File: src/rtl/uart_frame_decoder_if.sv
// Byte-strobe input and decoded-frame output bundle for uart_frame_decoder.
// slave = decoder side, master = receiver/consumer side.
interface uart_frame_decoder_if #(
  parameter int MAX_BYTES = 16
);
  logic                   i_Rx_DV;
  logic [7:0]             i_Rx_Byte;
  logic                   o_Frame_Valid;
  logic [7:0]             o_Frame_Cmd;
  logic [7:0]             o_Frame_Len;
  logic [8*MAX_BYTES-1:0] o_Frame_Data;
  logic                   o_Frame_Err;
  logic [1:0]             o_Err_Code;
  logic                   o_Busy;

  modport slave (
    input  i_Rx_DV, i_Rx_Byte,
    output o_Frame_Valid, o_Frame_Cmd, o_Frame_Len, o_Frame_Data,
           o_Frame_Err, o_Err_Code, o_Busy
  );

  modport master (
    output i_Rx_DV, i_Rx_Byte,
    input  o_Frame_Valid, o_Frame_Cmd, o_Frame_Len, o_Frame_Data,
           o_Frame_Err, o_Err_Code, o_Busy
  );
endinterface

File: src/rtl/uart_frame_decoder.sv
// Parses SYNC, CMD, LEN, payload[LEN], CHECK frames from a UART byte stream.
// Define UART_FRAME_CRC8_EN to use CRC-8 (poly 0x07) as the check value instead of plain XOR.
module uart_frame_decoder #(
  parameter int         MAX_BYTES    = 16,
  parameter logic [7:0] SYNC_BYTE    = 8'hA5,
  parameter int         TIMEOUT_CLKS = 1280
) (
  input logic                 i_Clock,
  input logic                 i_n_Reset,
  uart_frame_decoder_if.slave io_Bus
);

  localparam int                  LP_DATA_W  = 8 * MAX_BYTES;
  localparam int                  LP_CNT_W   = (TIMEOUT_CLKS > 2) ? $clog2(TIMEOUT_CLKS) : 1;
  localparam logic [LP_CNT_W-1:0] LP_TO_LAST = LP_CNT_W'(TIMEOUT_CLKS - 2);
  localparam logic [8:0]          LP_MAX_LEN = 9'(MAX_BYTES);

  typedef enum logic [2:0] {S_IDLE, S_CMD, S_LEN, S_DATA, S_CSUM} state_t;

  state_t                r_State;
  state_t                w_NextState;
  logic [7:0]            r_Chk;
  logic [7:0]            r_Cmd;
  logic [7:0]            r_Len;
  logic [LP_DATA_W-1:0]  r_Data;
  logic [7:0]            r_Idx;
  logic [LP_CNT_W-1:0]   r_TimeCnt;
  logic                  r_Frame_Valid;
  logic [7:0]            r_Frame_Cmd;
  logic [7:0]            r_Frame_Len;
  logic [LP_DATA_W-1:0]  r_Frame_Data;
  logic                  r_Frame_Err;
  logic [1:0]            r_Err_Code;

  logic [7:0] w_ChkNext;
  logic       w_LenErr;
  logic       w_CsumErr;
  logic       w_Good;
  logic       w_Timeout;
  logic       w_Err;
  logic [1:0] w_ErrCode;

  function automatic logic [7:0] chkUpdate(input logic [7:0] c, input logic [7:0] b);
`ifdef UART_FRAME_CRC8_EN
    logic [7:0] x;
    x = c ^ b;
    for (int k = 0; k < 8; k++) begin
      x = x[7] ? ((x << 1) ^ 8'h07) : (x << 1);
    end
    return x;
`else
    return c ^ b;
`endif
  endfunction

  always_ff @(posedge i_Clock or negedge i_n_Reset) begin
    if (!i_n_Reset) begin
      r_State <= S_IDLE;
    end else begin
      r_State <= w_NextState;
    end
  end

  // A strobe on the timeout cycle wins, so the timeout term already excludes i_Rx_DV.
  always_comb begin
    w_NextState = r_State;
    if (w_Timeout) begin
      w_NextState = S_IDLE;
    end else if (io_Bus.i_Rx_DV) begin
      case (r_State)
        S_IDLE:  w_NextState = (io_Bus.i_Rx_Byte == SYNC_BYTE) ? S_CMD : S_IDLE;
        S_CMD:   w_NextState = S_LEN;
        S_LEN: begin
          if ({1'b0, io_Bus.i_Rx_Byte} > LP_MAX_LEN) begin
            w_NextState = S_IDLE;
          end else if (io_Bus.i_Rx_Byte == 8'd0) begin
            w_NextState = S_CSUM;
          end else begin
            w_NextState = S_DATA;
          end
        end
        S_DATA:  w_NextState = (r_Idx == r_Len - 8'd1) ? S_CSUM : S_DATA;
        S_CSUM:  w_NextState = S_IDLE;
        default: w_NextState = S_IDLE;
      endcase
    end
  end

  always_comb begin
    w_ChkNext = chkUpdate((r_State == S_CMD) ? 8'h00 : r_Chk, io_Bus.i_Rx_Byte);
    w_LenErr  = io_Bus.i_Rx_DV && (r_State == S_LEN) && ({1'b0, io_Bus.i_Rx_Byte} > LP_MAX_LEN);
    w_Good    = io_Bus.i_Rx_DV && (r_State == S_CSUM) && (io_Bus.i_Rx_Byte == r_Chk);
    w_CsumErr = io_Bus.i_Rx_DV && (r_State == S_CSUM) && (io_Bus.i_Rx_Byte != r_Chk);
    w_Timeout = !io_Bus.i_Rx_DV && (r_State != S_IDLE) && (r_TimeCnt == LP_TO_LAST);
    w_Err     = w_LenErr || w_CsumErr || w_Timeout;
    w_ErrCode = 2'd0;
    if (w_LenErr) begin
      w_ErrCode = 2'd1;
    end else if (w_CsumErr) begin
      w_ErrCode = 2'd2;
    end else if (w_Timeout) begin
      w_ErrCode = 2'd3;
    end
  end

  always_ff @(posedge i_Clock or negedge i_n_Reset) begin
    if (!i_n_Reset) begin
      r_Chk         <= '0;
      r_Cmd         <= '0;
      r_Len         <= '0;
      r_Data        <= '0;
      r_Idx         <= '0;
      r_TimeCnt     <= '0;
      r_Frame_Valid <= 1'b0;
      r_Frame_Cmd   <= '0;
      r_Frame_Len   <= '0;
      r_Frame_Data  <= '0;
      r_Frame_Err   <= 1'b0;
      r_Err_Code    <= '0;
    end else begin
      r_Frame_Valid <= w_Good;
      r_Frame_Err   <= w_Err;
      if (w_Err) begin
        r_Err_Code <= w_ErrCode;
      end
      if (w_Good) begin
        r_Frame_Cmd  <= r_Cmd;
        r_Frame_Len  <= r_Len;
        r_Frame_Data <= r_Data;
      end
      if (io_Bus.i_Rx_DV || w_Timeout || (r_State == S_IDLE)) begin
        r_TimeCnt <= '0;
      end else begin
        r_TimeCnt <= r_TimeCnt + 1'b1;
      end
      if (io_Bus.i_Rx_DV) begin
        case (r_State)
          S_CMD: begin
            r_Cmd <= io_Bus.i_Rx_Byte;
            r_Chk <= w_ChkNext;
          end
          S_LEN: begin
            r_Len  <= io_Bus.i_Rx_Byte;
            r_Chk  <= w_ChkNext;
            r_Data <= '0;
            r_Idx  <= '0;
          end
          S_DATA: begin
            for (int i = 0; i < MAX_BYTES; i++) begin
              if (r_Idx == 8'(i)) begin
                r_Data[8*i +: 8] <= io_Bus.i_Rx_Byte;
              end
            end
            r_Chk <= w_ChkNext;
            r_Idx <= r_Idx + 8'd1;
          end
          default: ;
        endcase
      end
    end
  end

  assign io_Bus.o_Frame_Valid = r_Frame_Valid;
  assign io_Bus.o_Frame_Cmd   = r_Frame_Cmd;
  assign io_Bus.o_Frame_Len   = r_Frame_Len;
  assign io_Bus.o_Frame_Data  = r_Frame_Data;
  assign io_Bus.o_Frame_Err   = r_Frame_Err;
  assign io_Bus.o_Err_Code    = r_Err_Code;
  assign io_Bus.o_Busy        = (r_State != S_IDLE);

endmodule

File: src/flat_wrapper.sv
// flat-port wrapper written by rule: the top's interface ports become plain ports
module uart_frame_decoder_flat 
#(
  parameter int         MAX_BYTES    = 16,
  parameter logic [7:0] SYNC_BYTE    = 8'hA5,
  parameter int         TIMEOUT_CLKS = 1280
)
  (i_Clock, i_n_Reset, io_Bus_i_Rx_DV, io_Bus_i_Rx_Byte, io_Bus_o_Frame_Valid, io_Bus_o_Frame_Cmd, io_Bus_o_Frame_Len, io_Bus_o_Frame_Data, io_Bus_o_Frame_Err, io_Bus_o_Err_Code, io_Bus_o_Busy);
  uart_frame_decoder_if #(.MAX_BYTES(MAX_BYTES)) io_Bus_i ();
  input logic i_Clock;
  input logic i_n_Reset;
  input wire logic [$bits(io_Bus_i.i_Rx_DV)-1:0] io_Bus_i_Rx_DV;
  input wire logic [$bits(io_Bus_i.i_Rx_Byte)-1:0] io_Bus_i_Rx_Byte;
  output wire logic [$bits(io_Bus_i.o_Frame_Valid)-1:0] io_Bus_o_Frame_Valid;
  output wire logic [$bits(io_Bus_i.o_Frame_Cmd)-1:0] io_Bus_o_Frame_Cmd;
  output wire logic [$bits(io_Bus_i.o_Frame_Len)-1:0] io_Bus_o_Frame_Len;
  output wire logic [$bits(io_Bus_i.o_Frame_Data)-1:0] io_Bus_o_Frame_Data;
  output wire logic [$bits(io_Bus_i.o_Frame_Err)-1:0] io_Bus_o_Frame_Err;
  output wire logic [$bits(io_Bus_i.o_Err_Code)-1:0] io_Bus_o_Err_Code;
  output wire logic [$bits(io_Bus_i.o_Busy)-1:0] io_Bus_o_Busy;
  assign io_Bus_i.i_Rx_DV = io_Bus_i_Rx_DV;
  assign io_Bus_i.i_Rx_Byte = io_Bus_i_Rx_Byte;
  assign io_Bus_o_Frame_Valid = io_Bus_i.o_Frame_Valid;
  assign io_Bus_o_Frame_Cmd = io_Bus_i.o_Frame_Cmd;
  assign io_Bus_o_Frame_Len = io_Bus_i.o_Frame_Len;
  assign io_Bus_o_Frame_Data = io_Bus_i.o_Frame_Data;
  assign io_Bus_o_Frame_Err = io_Bus_i.o_Frame_Err;
  assign io_Bus_o_Err_Code = io_Bus_i.o_Err_Code;
  assign io_Bus_o_Busy = io_Bus_i.o_Busy;
  uart_frame_decoder #(.MAX_BYTES(MAX_BYTES), .SYNC_BYTE(SYNC_BYTE), .TIMEOUT_CLKS(TIMEOUT_CLKS)) u_core (.i_Clock(i_Clock), .i_n_Reset(i_n_Reset), .io_Bus(io_Bus_i));
endmodule
File: config.mk
export PLATFORM = sky130hd
export DESIGN_NAME = uart_frame_decoder_flat
export DESIGN_NICKNAME = d
export VERILOG_FILES = /design/src/rtl/uart_frame_decoder_if.sv /design/src/rtl/uart_frame_decoder.sv /design/src/flat_wrapper.sv
export SDC_FILE = /design/constraint.sdc
export NUM_CORES = 1
export LEC_CHECK = 0
export BUFFER_PORTS_ARGS = -buffer_cell sky130_fd_sc_hd__buf_2
export CORE_MARGIN = 4
export CORE_UTILIZATION = 60
export CTS_CLUSTER_SIZE = 30
export DETAILED_ROUTE_END_ITERATION = 16
export GPL_TIMING_DRIVEN = 0
export HOLD_SLACK_MARGIN = 0.05
export PLACE_DENSITY_LB_ADDON = 0.15
export SLEW_MARGIN = 25
export SYNTH_ARGS = -nofsm -noshare
export SYNTH_HDL_FRONTEND = slang
export SYNTH_SLANG_ARGS = --single-unit
File: constraint.sdc
create_clock -name i_Clock -period 3.7 [get_ports i_Clock]
set_input_delay 0.37 -clock i_Clock [delete_from_list [all_inputs] [get_ports i_Clock]]
set_output_delay 0.37 -clock i_Clock [all_outputs]
set_load 0.01 [all_outputs]
==> impl_metrics.tcl <==
set metrics [dict create \
    clkTransAtPathRegs_ps 60 \
    fin_hold_ws_ps 182 \
    clock-sinks 322 \
    insertion_delay_ps 510 \
    clkPwrFrac 0.434 \
    syn_nets 1058 \
    ys.flop_type "dfrtp_1" \
    max_stage_delay_ps 500 \
    p_seq_frac 0.502 \
    cts_buffer_depth 3 \
    outcome "complete, no violations" \
    synth_edf_count 0 \
    power.density_mw_per_mm2 493 \
    ant_nets 0 \
    dpl.hpwl_mm 19.7 \
    fin_util 0.718 \
    syn_avg_cell_area_um2 12.3 \
    power_frac_comb 0.064 \
    final_cell_mix "dfrtp_1, buf_2, mux2_2" \
    antennaDiodeCount 0 \
    final_nets 1252 \
    area_growth_syn_to_layout_pct 17.8 \
    p_switching_mw 1.71 \
    maxCapViolCount 0 \
    path_class "reg -> reg" \
    grt_max_degree 98 \
    synth-seq-area-share 0.631 \
    postSynthRegisterBits 322 \
    die_x_um 154 \
    die_area_mm2 0.0237 \
    critPathCaptureType "register" \
    num_vias 8839 \
    wl_mm 29.9 \
    synth.distinct_cells 45 \
    tns_ps 0 \
    critPathSlowestCell "nand3_1" \
    setup_viol 0 \
    p_int_mw 5.71 \
    tightest_slew_ps 952 \
    routabilityCongestion 0.854 \
    synth_top_area_cell "dfrtp_1" \
    ir_drop_mv 0.503 \
    fin_crit_ps 2550 \
    cp_max_fo 10 \
    async_flop_share 1.00 \
    place_inst 1472 \
    via_per_inst 5.77 \
    syn_inst 1040 \
    fillerInstances 1503 \
    final_common_cell "dfrtp_1" \
    crit_path_cell_trace "nor2b_1 > nand3_1 > clkbuf_1 > buf_1 > nand3_1 > o21ai_0" \
    yosysWarnings 0 \
    grt_pass1_wl_mm 49.2 \
    port_buffers 154 \
    worst_clock_skew_ps 16.1 \
    crit_arrival_ps 2880 \
    core-area_mm2 0.0210 \
    overflow 0 \
    p_leak_nw 7.68 \
    yosysTopAreaCellShare 0.631 \
    path_buf_inv 2 \
    fin_cells 1531 \
    num_rows 53 \
    max_slew_margin 0.365 \
    finalHoldViolations 0 \
    synth.area.top_cells "dfrtp_1, mux2_2, nand3_1" \
    drtPass1Iterations 6 \
    fin_crit_sh 0.689 \
    max_freq_mhz 392 \
    antenna_found_initial 0 \
    cts_root_buf "clkbuf_16" \
    first_iter_violations 661 \
    netlist_area_mm2 0.0128 \
    cpMostUsedCell "nand3_1" \
    drive_above_1_share 0.312 \
    post-cts-setup-buffer-count 0 \
    pre_cts_ws_ps 967 \
    finalWorstSetupSlack_ps 1150 \
    wire_per_inst_um 19.5 \
    sw_frac_of_total 0.230 \
    path_delay_family "simple AND/OR/NAND/NOR gates" \
    htreeDepth 2 \
    grt_usage 0.260 \
    hold_class "in -> reg" \
    rsz0062_at_grt "no" \
    cts_tree "built" \
    initial_core_util 0.609 \
    die_h_um 154 \
    grt_pass1_vias 9069 \
    cts_made_buffers 34 \
    drv_slew 0 \
    worst_setup_path_start_kind "register" \
    cts_resized 0 \
    cp.required_ps 4030 \
    io_pins 160 \
    drc 0 \
]
layer usage:
metal	vias to the layer above	GRT usage	share of wire	wire length [um]
met1	4498	0.364	0.43	12900
li1	4038	-	-	-
met2	251	0.425	0.49	14800
met5	-	0	0	0
met4	0	0.0648	0.020	599
met3	52	0.0512	0.054	1610
path summary, 6_finish.rpt:
path	slack, ps	to	depth (start not counted)	start
max	1150	u_core.r_Data[94]	6	u_core.r_State[2]
min reg2reg	470	u_core.io_Bus.o_Frame_Len[0]	2	u_core.io_Bus.o_Frame_Len[0]
max reg2reg	1150	u_core.r_Data[94]	6	u_core.r_State[2]
max in group asynchronous	2060	u_core.r_Data[81]	4	i_n_Reset
min in group asynchronous	370	u_core.io_Bus.o_Frame_Data[20]	2	i_n_Reset
min	180	u_core.r_Len[6]	3	io_Bus_i_Rx_Byte[6]
final cells by class:
cell class,instances,area [um2],area share
Clock inverter,7,38.8,0.00258
Sequential cell,322,8060,0.536
Multi-Input combinational cell,639,4380,0.291
Timing Repair Buffer,158,873,0.0581
Buffer,71,298,0.0198
Inverter,8,30.0,0.00200
Clock buffer,51,1020,0.0675
Tap cell,275,344,0.0229
per-stage QoR:
step                      cell area (um2)  total power, mW
after global routing                15000             7.70
final                               15000             7.42
after CTS                           15000             7.46
after detailed placement            14000             4.26
after floorplan                     12800             4.08
after global placement              13900             4.23
state kept, by name, summed over array words and instances, names as in the netlist:
signal and flops:
u_core.io_Bus.o_Frame_Data 128, u_core.r_Data 128, u_core.r_TimeCnt 11, u_core.io_Bus.o_Frame_Cmd 8, u_core.io_Bus.o_Frame_Len 8, u_core.r_Chk 8, u_core.r_Cmd 8, u_core.r_Idx 8
u_core.r_Len 8, u_core.r_State 3, u_core.io_Bus.o_Err_Code 2, u_core.io_Bus.o_Frame_Err 1, u_core.io_Bus.o_Frame_Valid 1
tightest hold or removal path, cell delays in order:
cell	delay [ps]
buf_2	150
nand2_1	70
nand2_1	50
what timing repair did:
action	in CTS	in global routing
hold buffers	1	0
endpoints found under the hold margin	50	0
endpoints found under the setup margin	0	0
synth_stat cells, types with 5 or more instances:
cell type	n
nand4_1	6
a21oi_1	8
nand2b_1	5
nand2_1	67
dfrtp_1	322
clkbuf_1	42
nand3b_1	5
buf_2	25
ha_1	7
xnor2_1	6
o21ai_0	139
nor2_1	25
nor3_1	7
inv_1	8
mux2_2	150
nand3_1	142
xor2_1	32
power groups by stage:
| stage | clock network (mW) | registers [mW] | logic [mW] |
|---|---|---|---|
| global route | 3.42 | 3.74 | 0.534 |
| finish | 3.22 | 3.73 | 0.473 |
| global placement | 0 | 3.79 | 0.446 |
| floorplan | 0 | 3.77 | 0.312 |
| detailed placement | 0 | 3.79 | 0.475 |
| CTS | 3.26 | 3.72 | 0.480 |
logic make-up (layout without fill, tap and decap cells):
logic type / after synthesis / after routing / synth area share
AOI/OAI and AO/OA: 156 / 156 / 0.0643
xor gates and xnor gates: 38 / 38 / 0.0261
adders and majority gates: 7 / 7 / 0.00686
buffers and inverters: 79 / 295 / 0.0257
DFF: 322 / 322 / 0.631
muxes: 150 / 150 / 0.132
and+or+nand+nor: 288 / 288 / 0.114
No activity file was read; power rests on OpenSTA's default activity.
